===== config.mk =====
export PLATFORM = sky130hd
export DESIGN_NAME = bus_request_dma_flat
export DESIGN_NICKNAME = d
export VERILOG_FILES = /design/src/rtl/bus_request_dma_if.sv /design/src/rtl/bus_request_dma.sv /design/src/flat_wrapper.sv
export SDC_FILE = /design/constraint.sdc
export NUM_CORES = 1
export LEC_CHECK = 0
export BUFFER_PORTS_ARGS = -buffer_cell sky130_fd_sc_hd__buf_2
export CAP_MARGIN = 20
export CORE_ASPECT_RATIO = 0.8
export CORE_UTILIZATION = 45
export DETAILED_ROUTE_END_ITERATION = 6
export PLACE_DENSITY = 0.68
export SYNTH_ARGS = -nofsm -noshare
export SYNTH_HDL_FRONTEND = slang
export SYNTH_SLANG_ARGS = --single-unit

===== constraint.sdc =====
create_clock -name ClockIn -period 4.1 [get_ports ClockIn]
set_clock_uncertainty 0.15 [all_clocks]
set_input_delay 0.82 -clock ClockIn [delete_from_list [all_inputs] [get_ports ClockIn]]
set_output_delay 0.82 -clock ClockIn [all_outputs]
set_load 0.005 [all_outputs]

===== src/rtl/bus_request_dma_if.sv =====
// bus_request_dma_if: command, bus-arbitration and memory-bus signals of the copy engine.
// Command: Start, SrcAddr, DstAddr, Count in; Busy, Done out.
// Arbitration: BusRequest out, BusGrant in. Memory: ADDR, DataOut, MemRead, MemWrite out; MEMDATA in.
interface bus_request_dma_if;
  logic        Start;
  logic [15:0] SrcAddr;
  logic [15:0] DstAddr;
  logic [7:0]  Count;
  logic        Busy;
  logic        Done;
  logic        BusRequest;
  logic        BusGrant;
  logic [15:0] ADDR;
  logic [7:0]  MEMDATA;
  logic [7:0]  DataOut;
  logic        MemRead;
  logic        MemWrite;
  modport master (
    output Start, SrcAddr, DstAddr, Count, BusGrant, MEMDATA,
    input  Busy, Done, BusRequest, ADDR, DataOut, MemRead, MemWrite
  );
  modport slave (
    input  Start, SrcAddr, DstAddr, Count, BusGrant, MEMDATA,
    output Busy, Done, BusRequest, ADDR, DataOut, MemRead, MemWrite
  );
endinterface


===== src/rtl/bus_request_dma.sv =====
// bus_request_dma: burst-limited memory-to-memory byte copier that borrows the bus from the CPU pipeline.
// Ports: ClockIn (rising-edge clock), Reset_n (async active-low), bus (slave side of bus_request_dma_if).
module bus_request_dma #(
  parameter int MAX_BURST = 16
) (
  input logic             ClockIn,
  input logic             Reset_n,
  bus_request_dma_if.slave bus
);
  localparam logic [2:0] IDLE  = 3'd0;
  localparam logic [2:0] REQ   = 3'd1;
  localparam logic [2:0] READ  = 3'd2;
  localparam logic [2:0] WRITE = 3'd3;
  localparam logic [2:0] GAP   = 3'd4;
  logic [2:0]  state;
  logic [15:0] src;
  logic [15:0] dst;
  logic [8:0]  remaining;
  logic [8:0]  burst;
  logic [7:0]  data;
  logic        pend;
  logic        done_q;
  // pend marks a byte already read whose write was cut off by a lost grant;
  // it is written straight after re-grant without a fresh read.
  always_ff @(posedge ClockIn or negedge Reset_n) begin
    if (!Reset_n) begin
      state     <= IDLE;
      src       <= '0;
      dst       <= '0;
      remaining <= '0;
      burst     <= '0;
      data      <= '0;
      pend      <= 1'b0;
      done_q    <= 1'b0;
    end else begin
      done_q <= 1'b0;
      case (state)
        IDLE: if (bus.Start && !done_q) begin
          src       <= bus.SrcAddr;
          dst       <= bus.DstAddr;
          remaining <= (bus.Count == 8'd0) ? 9'd256 : {1'b0, bus.Count};
          pend      <= 1'b0;
          state     <= REQ;
        end
        REQ: if (bus.BusGrant) begin
          burst <= 9'(MAX_BURST);
          state <= pend ? WRITE : READ;
        end
        READ: if (bus.BusGrant) begin
          data  <= bus.MEMDATA;
          state <= WRITE;
        end else begin
          state <= REQ;
        end
        WRITE: if (!bus.BusGrant) begin
          pend  <= 1'b1;
          state <= REQ;
        end else begin
          src       <= src + 16'd1;
          dst       <= dst + 16'd1;
          remaining <= remaining - 9'd1;
          burst     <= burst - 9'd1;
          pend      <= 1'b0;
          done_q    <= (remaining == 9'd1);
          state     <= (remaining == 9'd1) ? IDLE : (burst == 9'd1) ? GAP : READ;
        end
        GAP: state <= REQ;
        default: state <= IDLE;
      endcase
    end
  end
  // Outputs decode the state register; the write strobe is additionally
  // gated by the live grant so a write never lands on a reclaimed bus.
  always_comb begin
    bus.Busy       = (state != IDLE);
    bus.Done       = done_q;
    bus.BusRequest = (state == REQ) || (state == READ) || (state == WRITE);
    bus.MemRead    = (state == READ);
    bus.MemWrite   = (state == WRITE) && bus.BusGrant;
    bus.ADDR       = (state == READ) ? src : (state == WRITE) ? dst : 16'h0000;
    bus.DataOut    = (state == WRITE) ? data : 8'h00;
  end
endmodule


===== src/flat_wrapper.sv =====
// flat-port wrapper written by rule: the top's interface ports become plain ports
module bus_request_dma_flat 
#(
  parameter int MAX_BURST = 16
)
  (ClockIn, Reset_n, bus_Start, bus_SrcAddr, bus_DstAddr, bus_Count, bus_BusGrant, bus_MEMDATA, bus_Busy, bus_Done, bus_BusRequest, bus_ADDR, bus_DataOut, bus_MemRead, bus_MemWrite);
  bus_request_dma_if bus_i ();
  input logic ClockIn;
  input logic Reset_n;
  input wire logic [$bits(bus_i.Start)-1:0] bus_Start;
  input wire logic [$bits(bus_i.SrcAddr)-1:0] bus_SrcAddr;
  input wire logic [$bits(bus_i.DstAddr)-1:0] bus_DstAddr;
  input wire logic [$bits(bus_i.Count)-1:0] bus_Count;
  input wire logic [$bits(bus_i.BusGrant)-1:0] bus_BusGrant;
  input wire logic [$bits(bus_i.MEMDATA)-1:0] bus_MEMDATA;
  output wire logic [$bits(bus_i.Busy)-1:0] bus_Busy;
  output wire logic [$bits(bus_i.Done)-1:0] bus_Done;
  output wire logic [$bits(bus_i.BusRequest)-1:0] bus_BusRequest;
  output wire logic [$bits(bus_i.ADDR)-1:0] bus_ADDR;
  output wire logic [$bits(bus_i.DataOut)-1:0] bus_DataOut;
  output wire logic [$bits(bus_i.MemRead)-1:0] bus_MemRead;
  output wire logic [$bits(bus_i.MemWrite)-1:0] bus_MemWrite;
  assign bus_i.Start = bus_Start;
  assign bus_i.SrcAddr = bus_SrcAddr;
  assign bus_i.DstAddr = bus_DstAddr;
  assign bus_i.Count = bus_Count;
  assign bus_i.BusGrant = bus_BusGrant;
  assign bus_i.MEMDATA = bus_MEMDATA;
  assign bus_Busy = bus_i.Busy;
  assign bus_Done = bus_i.Done;
  assign bus_BusRequest = bus_i.BusRequest;
  assign bus_ADDR = bus_i.ADDR;
  assign bus_DataOut = bus_i.DataOut;
  assign bus_MemRead = bus_i.MemRead;
  assign bus_MemWrite = bus_i.MemWrite;
  bus_request_dma #(.MAX_BURST(MAX_BURST)) u_core (.ClockIn(ClockIn), .Reset_n(Reset_n), .bus(bus_i));
endmodule

==> metrics.md, run 1 <==
| Metric | Value |
|---|---|
| Post_cts resized | `0` |
| Iteration-0 DRC Markers | `268` |
| Dpl hpwl | `~6.6 mm` |
| Fillcell total | `778` |
| Logic pwr share | `0.443` |
| Clock share of power | `0.183` |
| R2R depth | `4` |
| Area leader, netlist | `dfrtp_1` |
| Via Count | `3554` |
| Internal | `between 1500 and 2000 µW` |
| FF+latch count, synth | `63` |
| Power per cell area | `732 mW/mm²` |
| Starting Density | `0.470` |
| Rel. slew slack | `0.537` |
| Compound-cell area share of the yosys netlist | `0.252` |
| Layout area overhead | `18.0%` |
| Tot GR Track Use | `0.233` |
| Top FF cell, synth | `dfrtp_1` |
| Status | `completed` |
| Clock Tree Root | `clkbuf_8` |
| Routed Antenna Nets | `0` |
| Setup TNS Final | `0 ps` |
| Most common cell in the netlist | `dfrtp_1` |
| CP endpoint kind | `output pin` |
| Worst Hold Class | `in2async` |
| Clock buffer depth | `2` |
| Switching power | `~1400 µW` |
| Hold Buf Count CTS | `0` |
| CP Launch Type | `flip-flop` |
| Synth Area in Simple Gates | `0.229` |
| Post-layout net count | `about 560` |
| Cells after Synth | `around 440` |
| Diodes inserted | `0` |
| R2r endpoint | `u_core.dst[15]$_DFFE_PN0P_` |
| Seq/Total Area, Yosys | `0.416` |
| Switching share of total power | `0.418` |
| Hold_ws | `roughly 260 ps` |
| Remaining Overflow, GRT | `0` |
| Unrepaired setup endpoints after global routing | `no` |
| Clock slew at reported path FFs | `70 ps` |
| Layout cells sized above 1 | `0.232` |
| DR pass1 iterations | `5` |
| Synth Area in XOR/XNOR | `0.00925` |
| Clk Latency, worst-skew pair | `340 ps` |
| Synth Cell Area | `~0.0038 mm²` |
| Worst ir drop on vdd | `0.294 mV` |
| Synth Area per Inst | `slightly below 9 µm²` |
| F_max | `approximately 320 MHz` |
| Die height | `84.1 µm` |
| Vias in the first global route | `approximately 3300` |
| Synth cell types | `53` |
| Die X | `105 µm` |
| Minimum clock period | `3120 ps` |
| Most area-consuming cells after synthesis | `dfrtp_1 42%, a21oi_1 5.9%, nand2_1 3.8%, o21ai_0 3.7%, a22o_1 3.5%` |
| Ports | `just over 80` |
| Hold Vio Cnt, Final | `0` |
| Core Area | `0.00806 mm²` |
| Reg-to-Reg Start | `u_core.state[1]$_DFFE_PN0P_` |
| Remaining DRCs | `0` |
| First-pass GRT wire length | `16.4 mm` |
| Port bufs | `80` |
| Largest fanout on the critical path | `29` |
| Slew @ Worst Pin | `694 ps` |
| Final period utilization | `0.760` |
| Commonest cells post-synth | `63 x dfrtp_1, 45 x a21oi_1, 38 x nand2_1, 28 x o21ai_0, 27 x clkbuf_1` |
| Syn_nets | `493` |
| Via/cell ratio | `5.84` |
| Final setup viols | `0` |
| TritonCTS buffer count | `9` |
| Largest net degree at the start of global routing | `47` |
| Die area | `0.00879 mm²` |
| Async set-reset flop share out of synthesis | `1.00` |
| H-tree levels | `3` |
| Site Rows | `29` |
| Post-CTS Setup Inserts | `0` |
| Lkg Pwr | `0.00197 µW` |
| Sequential Power Share | `0.375` |
| Max-cap violations | `0` |
| GP Congestion | `between 0.8 and 0.9` |
| WP data arrival | `2150 ps` |
| Combinational family with the most area after synthesis | `compound AO/OA/AOI/OAI gates` |
| Number of synthesized flops with an enable pin | `0` |
| Data required time of the critical path | `3130 ps` |
| Pwr Total | `3270 µW` |
| Adder-cell share of the synthesized area | `0.0198` |
| Synth top area share | `0.416` |
| Final Non-Filler Cells | `609` |
| CP Class | `reg2out` |
| R2R Setup Slk | `1610 ps` |
| CTS tree | `yes` |
| Post-Route WL | `9.66 mm` |
| Drt wl/cell | `15.9 µm` |
| Pins Over Slew Limit | `0` |
| Post-synthesis mux area share | `0.0264` |
| Inst Count DP | `just under 600` |
| Clock sinks | `63` |
| Syn. warnings | `0` |
| Initial antenna violation count | `0` |
## per-stage QoR
stage	utilization	setup WS, ps	cell area (µm²)
2_1_floorplan	-	1490	3790
3_3_place_gp	0.526	1380	4240
3_5_place_dp	0.526	1350	4240
4_1_cts	0.553	988	4450
5_1_grt	0.555	770	4470
6_report	0.555	985	4470
## placed cells by master, fill, tap and decap left out, types with 9 or more instances in the layout
cell,count
and2_1,14
nor2_1,25
o22ai_1,10
a22o_1,15
nand2_1,38
clkbuf_8,10
a21oi_1,44
nand3_1,18
o21ai_0,28
nand4_1,12
a2bb2oi_1,9
nor4_1,9
buf_2,80
dfrtp_1,63
## flip-flops by register name (all words and copies together) (netlist names)
signal            count
u_core.dst           16
u_core.src           16
u_core.burst          9
u_core.remaining      9
u_core.data           8
u_core.state          3
u_core.bus.Done       1
u_core.pend           1
## critical path, cell delays in order (launching register included)
cell	delay [ps]
dfrtp_1	600
and3b_2	560
buf_4	350
a22o_1	180
buf_2	110
## logic make-up after synthesis
logic type               after synthesis
adder cells (fa/ha/maj)                6
XOR/XNOR                               4
buffers and inverters                 44
flip-flops                            63
AND/OR/NAND/NOR                      162
multiplexers                           9
AO/OA/AOI/OAI                        147
## power groups by stage
stage          logic, µW  clock network, µW  registers [µW]
6_report            1450                598            1230
3_3_place_gp        1410                  0            1220
4_1_cts             1450                610            1220
3_5_place_dp        1440                  0            1230
5_1_grt             1640                638            1270
2_1_floorplan       1130                  0            1100
## worst max-delay path by stage
stage / startpoint / end / slack, ps / cells after the start
final: u_core.state[1]$_DFFE_PN0P_ / bus_ADDR[0] / 980 / 4
after CTS: u_core.state[1]$_DFFE_PN0P_ / bus_ADDR[0] / 990 / 4
after global routing: u_core.state[1]$_DFFE_PN0P_ / bus_ADDR[0] / 770 / 4
after floorplan: u_core.state[2]$_DFFE_PN0P_ / bus_ADDR[11] / 1490 / 6
after detailed placement: u_core.state[1]$_DFFE_PN0P_ / bus_ADDR[0] / 1350 / 4
after global placement: bus_Start / u_core.dst[15]$_DFFE_PN0P_ / 1380 / 5
## routing by layer
metal | track usage | part of all wire
met5 | 0 | 0
met4 | 0.0512 | 0.0087
met3 | 0.0585 | 0.059
met2 | 0.353 | 0.43
met1 | 0.336 | 0.50
## cell type report
type | instances | area [µm²] | area share
Clock buffer | 11 | 141 | 0.0316
Clock inverter | 4 | 70.1 | 0.0157
Inverter | 7 | 26.3 | 0.00588
Multi-Input combinational cell | 328 | 2040 | 0.455
Sequential cell | 63 | 1580 | 0.353
Tap cell | 108 | 135 | 0.0302
Timing Repair Buffer | 88 | 485 | 0.109
(Power assumes the default switching activity.)
==> inputs of run 2 (changes only) <==
--- a/config.mk
+++ b/config.mk
@@ -10,7 +10,7 @@
 export CORE_ASPECT_RATIO = 0.8
 export CORE_UTILIZATION = 45
 export DETAILED_ROUTE_END_ITERATION = 6
-export PLACE_DENSITY = 0.68
+export PLACE_DENSITY = 0.71
 export SYNTH_ARGS = -nofsm -noshare
 export SYNTH_HDL_FRONTEND = slang
 export SYNTH_SLANG_ARGS = --single-unit
==> constraint.sdc (replaced) <==
create_clock -name ClockIn -period 2.5 [get_ports ClockIn]
set_clock_uncertainty 0.15 [all_clocks]
set_input_delay 0.5 -clock ClockIn [delete_from_list [all_inputs] [get_ports ClockIn]]
set_output_delay 0.5 -clock ClockIn [all_outputs]
set_load 0.005 [all_outputs]
==> run 2 against run 1 <==
Against the previous run:
- critical path depth grew 1
- clock-buffer cell count is the same
- non-clock buffer count grew 3
- cell count grew 0.49%
- power grew 67%
- routed wire length grew 1.9%
- combinational power grew 72%
- global-route usage shrank 0.064 points
- utilization grew 0.61 points
- clock power grew 63%
- register-to-register slack lost 1200 ps
- cell area grew 1.1%
- critical endpoint is now bus_ADDR[7]
- largest power group unchanged
==> metrics.md, run 2 (synthesis results as in run 1) <==
| Metric | Value |
|---|---|
| Slew @ Worst Pin | `590 ps` |
| Max-cap violations | `0` |
| Die X | `between 100 and 150 µm` |
| Data required time of the critical path | `roughly 1900 ps` |
| Remaining DRCs | `0` |
| Port bufs | `80` |
| Power per cell area | `1210 mW/mm²` |
| Largest fanout on the critical path | `59` |
| DR pass1 iterations | `5` |
| Dpl hpwl | `~6.7 mm` |
| Reg-to-Reg Start | `u_core.state[1]$_DFFE_PN0P_` |
| Final setup viols | `0` |
| Clock Tree Root | `clkbuf_8` |
| R2R Setup Slk | `450 ps` |
| Core Area | `0.00806 mm²` |
| Clock slew at reported path FFs | `80 ps` |
| Rel. slew slack | `0.604` |
| Largest regs | `u_core.dst (16), u_core.src (16)` |
| Clock buffer depth | `2` |
| GP Congestion | `0.844` |
| Final period utilization | `0.960` |
| Clock share of power | `0.179` |
| Ports | `slightly above 80` |
| Switching share of total power | `0.415` |
| Final Non-Filler Cells | `612` |
| Die area | `a little under 0.009 mm²` |
| First-pass GRT wire length | `16.6 mm` |
| Via Count | `3649` |
| Setup TNS Final | `0 ps` |
| Pins Over Slew Limit | `0` |
| Fillcell total | `763` |
| CP Class | `reg2out` |
| Routed Antenna Nets | `0` |
| Clk Latency, worst-skew pair | `340 ps` |
| Status | `completed` |
| Post-Route WL | `9.84 mm` |
| Lkg Pwr | `0.00199 µW` |
| WP data arrival | `1750 ps` |
| Inst Count DP | `597` |
| Post-layout net count | `558` |
| Iteration-0 DRC Markers | `184` |
| Clock sinks | `63` |
| Hold Vio Cnt, Final | `0` |
| Remaining Overflow, GRT | `0` |
| H-tree levels | `3` |
| Unrepaired setup endpoints after global routing | `no` |
| Diodes inserted | `0` |
| Worst ir drop on vdd | `around 0.62 mV` |
| Initial antenna violation count | `0` |
| R2R depth | `4` |
| Sequential Power Share | `0.363` |
| Largest net degree at the start of global routing | `64` |
| Most common cell after layout, fill and taps aside | `buf_2` |
| Vias in the first global route | `~3400` |
| TritonCTS buffer count | `9` |
| R2r endpoint | `u_core.dst[15]$_DFFE_PN0P_` |
| Internal | `3190 µW` |
| Via/cell ratio | `5.96` |
| Fin worst setup slack | `99.4 ps` |
| Place WS | `approximately 370 ps` |
| Die height | `84.1 µm` |
| Most frequent cells in the layout | `80 x buf_2, 62 x dfrtp_1, 44 x a21oi_1, 38 x nand2_1, 28 x o21ai_0` |
| Logic pwr share | `0.458` |
| Minimum clock period | `2400 ps` |
| Layout area overhead | `19.3%` |
| CTS tree | `yes` |
| Switching power | `about 2300 µW` |
| F_max | `417 MHz` |
| Site Rows | `29` |
| Layout cells sized above 1 | `0.238` |
| Drt wl/cell | `16.1 µm` |
| CP Launch Type | `flip-flop` |
| Tot GR Track Use | `0.233` |
| CP endpoint kind | `output pin` |
| Worst Hold Class | `in2async` |
| Starting Density | `0.470` |
[run 2: cell types whose count changed in the layout (fill, tap and decap cells not counted), sizes merged]
| cell | before | now |
|---|---|---|
| buf | 88 | 91 |
[run 2: power groups by stage]
stage	Combinational (µW)	Sequential, µW	Clock [µW]
global route	2790	2060	1040
finish	2500	1980	976
global placement	2410	1960	0
CTS	2490	1960	1000
floorplan	1850	1810	0
detailed placement	2480	1980	0
[run 2: final cells by class]
type | count | area (µm²) | area share
multi-input cells | 328 | 2040 | 0.450
flip-flops and latches | 63 | 1580 | 0.349
repair buffers | 91 | 533 | 0.118
clock buffers | 11 | 141 | 0.0313
well taps | 108 | 135 | 0.0299
clock inverters | 4 | 70.1 | 0.0155
inverters | 7 | 26.3 | 0.00581
[run 2: layer usage]
layer  global-route usage  up-vias  part of all wire
met5                    0        -                 0
met2                0.347      143              0.43
met4               0.0679        0             0.013
met1                0.338     1742              0.49
met3               0.0515       13             0.062
li1                     -     1751                 -
[run 2: stage by stage]
| stage | utilization | hold WS (ps) | area, µm² | total power, µW |
|---|---|---|---|---|
| after floorplan | - | 54.4 | 3790 | 3660 |
| after global placement | 0.535 | 329 | 4310 | 4370 |
| after detailed placement | 0.535 | 337 | 4310 | 4460 |
| after CTS | 0.561 | 18.1 | 4520 | 5460 |
| after global routing | 0.561 | 32.9 | 4520 | 5890 |
| final | 0.561 | 8.99 | 4520 | 5460 |
[run 2: worst max-delay path, stage by stage, from the launching register on]
cell and delay [ps]:
dfrtp_2 490, and3b_2 320, buf_12 240, nand2_1 110, nand2_1 100, buf_2 120
[run 2: how the worst max path moves through the flow]
stage                     slack [ps]                         end  depth (start not counted)                   startpoint
after global routing              40                 bus_ADDR[7]                          5  u_core.state[2]$_DFFE_PN0P_
after CTS                         80                 bus_ADDR[7]                          5  u_core.state[2]$_DFFE_PN0P_
after detailed placement         370  u_core.dst[15]$_DFFE_PN0P_                          5                    bus_Start
after global placement           370  u_core.dst[15]$_DFFE_PN0P_                          5                    bus_Start
after floorplan                  210                bus_ADDR[11]                          6  u_core.state[2]$_DFFE_PN0P_
final                            100                 bus_ADDR[7]                          5  u_core.state[2]$_DFFE_PN0P_
[run 2: timing repair]
item                                    CTS  global route
buffers inserted                          0             0
gates resized for setup                   0             1
hold buffers                              0             0
endpoints found under the setup margin    0             3
==> inputs of run 3 (changes only) <==
--- a/config.mk
+++ b/config.mk
@@ -10,6 +10,7 @@
 export CORE_ASPECT_RATIO = 0.8
 export CORE_UTILIZATION = 45
 export DETAILED_ROUTE_END_ITERATION = 6
+export GPL_TIMING_DRIVEN = 0
 export PLACE_DENSITY = 0.71
 export SYNTH_ARGS = -nofsm -noshare
 export SYNTH_HDL_FRONTEND = slang
==> run 3 against run 2 <==
Against the previous run:
- sequential share of layout area is 0.66 points lower
- first-iteration DRC count is 86% higher
- setup slack got worse by 41 ps
- routed wire length grew 17%
- die area unchanged
==> metrics.md, run 3 (synthesis results as in run 1) <==
| Metric | Value |
|---|---|
| Status | `completed` |
| CP Class | `reg2out` |
| Pins Over Slew Limit | `0` |
| Slew @ Worst Pin | `827 ps` |
| Die area | `0.00879 mm²` |
| Worst path bufs/invs | `4` |
| Routed Antenna Nets | `0` |
| Clk Latency, worst-skew pair | `350 ps` |
| GP Congestion | `0.874` |
| Crit path largest cell delay | `410 ps` |
| Starting Density | `0.470` |
| Clock slew at reported path FFs | `around 70 ps` |
| CP endpoint kind | `output pin` |
| Worst ir drop on vdd | `0.496 mV` |
| Clock share of power | `0.170` |
| Internal | `3230 µW` |
| Iteration-0 DRC Markers | `~340` |
| Core Area | `0.00806 mm²` |
| Largest fanout on the critical path | `10` |
| Minimum clock period | `about 2400 ps` |
| Switching share of total power | `0.434` |
| Dpl hpwl | `8.10 mm` |
| Post-Route WL | `11.5 mm` |
| Pwr Total | `5700 µW` |
| First-pass GRT wire length | `about 19 mm` |
| Sequential Power Share | `0.343` |
| Clock sinks | `63` |
| Most common cell after layout, fill and taps aside | `buf_2` |
| CTS tree | `yes` |
| Inst Count DP | `623` |
| Hold Vio Cnt, Final | `0` |
| Worst Hold Class | `in2async` |
| Die X | `105 µm` |
| Worst path cell trace | `buf_6, and3b_2, buf_6, clkbuf_8, a22o_1, buf_2` |
| Post-layout net count | `584` |
| CP Launch Type | `flip-flop` |
| CP max-delay cell | `dfrtp_1` |
| Place WS | `-313 ps` |
| Largest regs | `u_core.dst (16), u_core.src (16)` |
| WP data arrival | `1790 ps` |
| Layout cells sized above 1 | `0.240` |
| Via Count | `around 3900` |
| DR pass1 iterations | `5` |
| Clock Tree Root | `clkbuf_8` |
| Most frequent cells in the layout | `83 x buf_2, 62 x dfrtp_1, 45 x a21oi_1, 37 x nand2_1, 28 x o21ai_0` |
| Clock buffer depth | `2` |
| Port bufs | `80` |
| Vias in the first global route | `3673` |
| Logic pwr share | `0.487` |
| Cell with the most instances on the worst path | `buf_6` |
| Final Non-Filler Cells | `638` |
| Layout area overhead | `21.6%` |
| Data required time of the critical path | `approximately 1900 ps` |
| Final setup viols | `0` |
| Power per cell area | `1240 mW/mm²` |
| Lkg Pwr | `0.00203 µW` |
| Remaining DRCs | `0` |
| Via/cell ratio | `between 6 and 7` |
| Rel. slew slack | `0.449` |
| Final period utilization | `0.977` |
| Switching power | `2480 µW` |
| H-tree levels | `3` |
| TritonCTS buffer count | `9` |
| Site Rows | `29` |
| Unrepaired setup endpoints after global routing | `no` |
| Initial antenna violation count | `0` |
| Setup TNS Final | `0 ps` |
| Die height | `between 80 and 90 µm` |
| Remaining Overflow, GRT | `0` |
| Fin worst setup slack | `57.9 ps` |
| Max-cap violations | `0` |
| Hold_ws | `99.3 ps` |
| Tot GR Track Use | `0.270` |
| Largest net degree at the start of global routing | `64` |
| Worst path top cell family by delay | `buffers and inverters` |
| F_max | `409 MHz` |
| Drt wl/cell | `18.0 µm` |
| Ports | `slightly above 80` |
| Diodes inserted | `0` |
-- run 3: changes by cell type in the layout (fill, tap and decap cells not counted), sizes merged --
cell / delta
clkbuf: +26
clkinvlp: +1
bufinv: -1
clkinv: -2
buf: +2
-- run 3: metal layers --
layer,vias to the layer above,part of all wire,global-route usage
li1,1808,-,-
met1,1903,0.46,0.373
met2,212,0.44,0.408
met3,18,0.091,0.0695
met4,0,0.019,0.0973
met5,-,0,0
-- run 3: cell type report --
cell class / instances / area (µm²)
flip-flops and latches: 63 / 1580
fillers: 749 / 3450
inverters: 7 / 26.3
well taps: 108 / 135
multi-input cells: 328 / 2040
plain buffers: 34 / 185
repair buffers: 83 / 425
clock inverters: 2 / 37.5
clock buffers: 13 / 179
-- run 3: through the flow --
stage | area (µm²) | utilization
after floorplan | 3790 | -
after global routing | 4610 | 0.572
after global placement | 4320 | 0.537
after detailed placement | 4330 | 0.537
final | 4610 | 0.572
after CTS | 4600 | 0.571
-- run 3: repair_timing --
action | in CTS | in global routing
resized for setup | 15 | 10
endpoints found under the setup margin | 25 | 31
hold buffers | 0 | 0
pin swaps | 1 | 0
buffers inserted | 3 | 0
-- run 3: path summary, 6_finish.rpt --
| path | start | to | slack (ps) | cells past startpoint |
|---|---|---|---|---|
| worst min-delay path | Reset_n | u_core.burst[6]$_DFFE_PN0P_ | 100 | 1 |
| min in group ClockIn | bus_MEMDATA[3] | u_core.data[3]$_DFFE_PN0P_ | 240 | 2 |
| worst max register to register | u_core.state[1]$_DFFE_PN0P_ | u_core.src[5]$_DFFE_PN0P_ | 120 | 5 |
| worst max-delay path | u_core.state[0]$_DFFE_PN0P_ | bus_ADDR[14] | 60 | 6 |
| max in group asynchronous | Reset_n | u_core.state[2]$_DFFE_PN0P_ | 1530 | 1 |
| worst min register to register | u_core.data[3]$_DFFE_PN0P_ | u_core.data[3]$_DFFE_PN0P_ | 350 | 1 |
-- run 3: power groups by stage --
| stage | combinational (µW) | sequential [µW] | clock, µW |
|---|---|---|---|
| 4_1_cts | 2720 | 1930 | 976 |
| 5_1_grt | 3040 | 2020 | 1010 |
| 6_report | 2780 | 1960 | 969 |
| 2_1_floorplan | 1850 | 1810 | 0 |
| 3_3_place_gp | 2560 | 1930 | 0 |
| 3_5_place_dp | 2630 | 1950 | 0 |
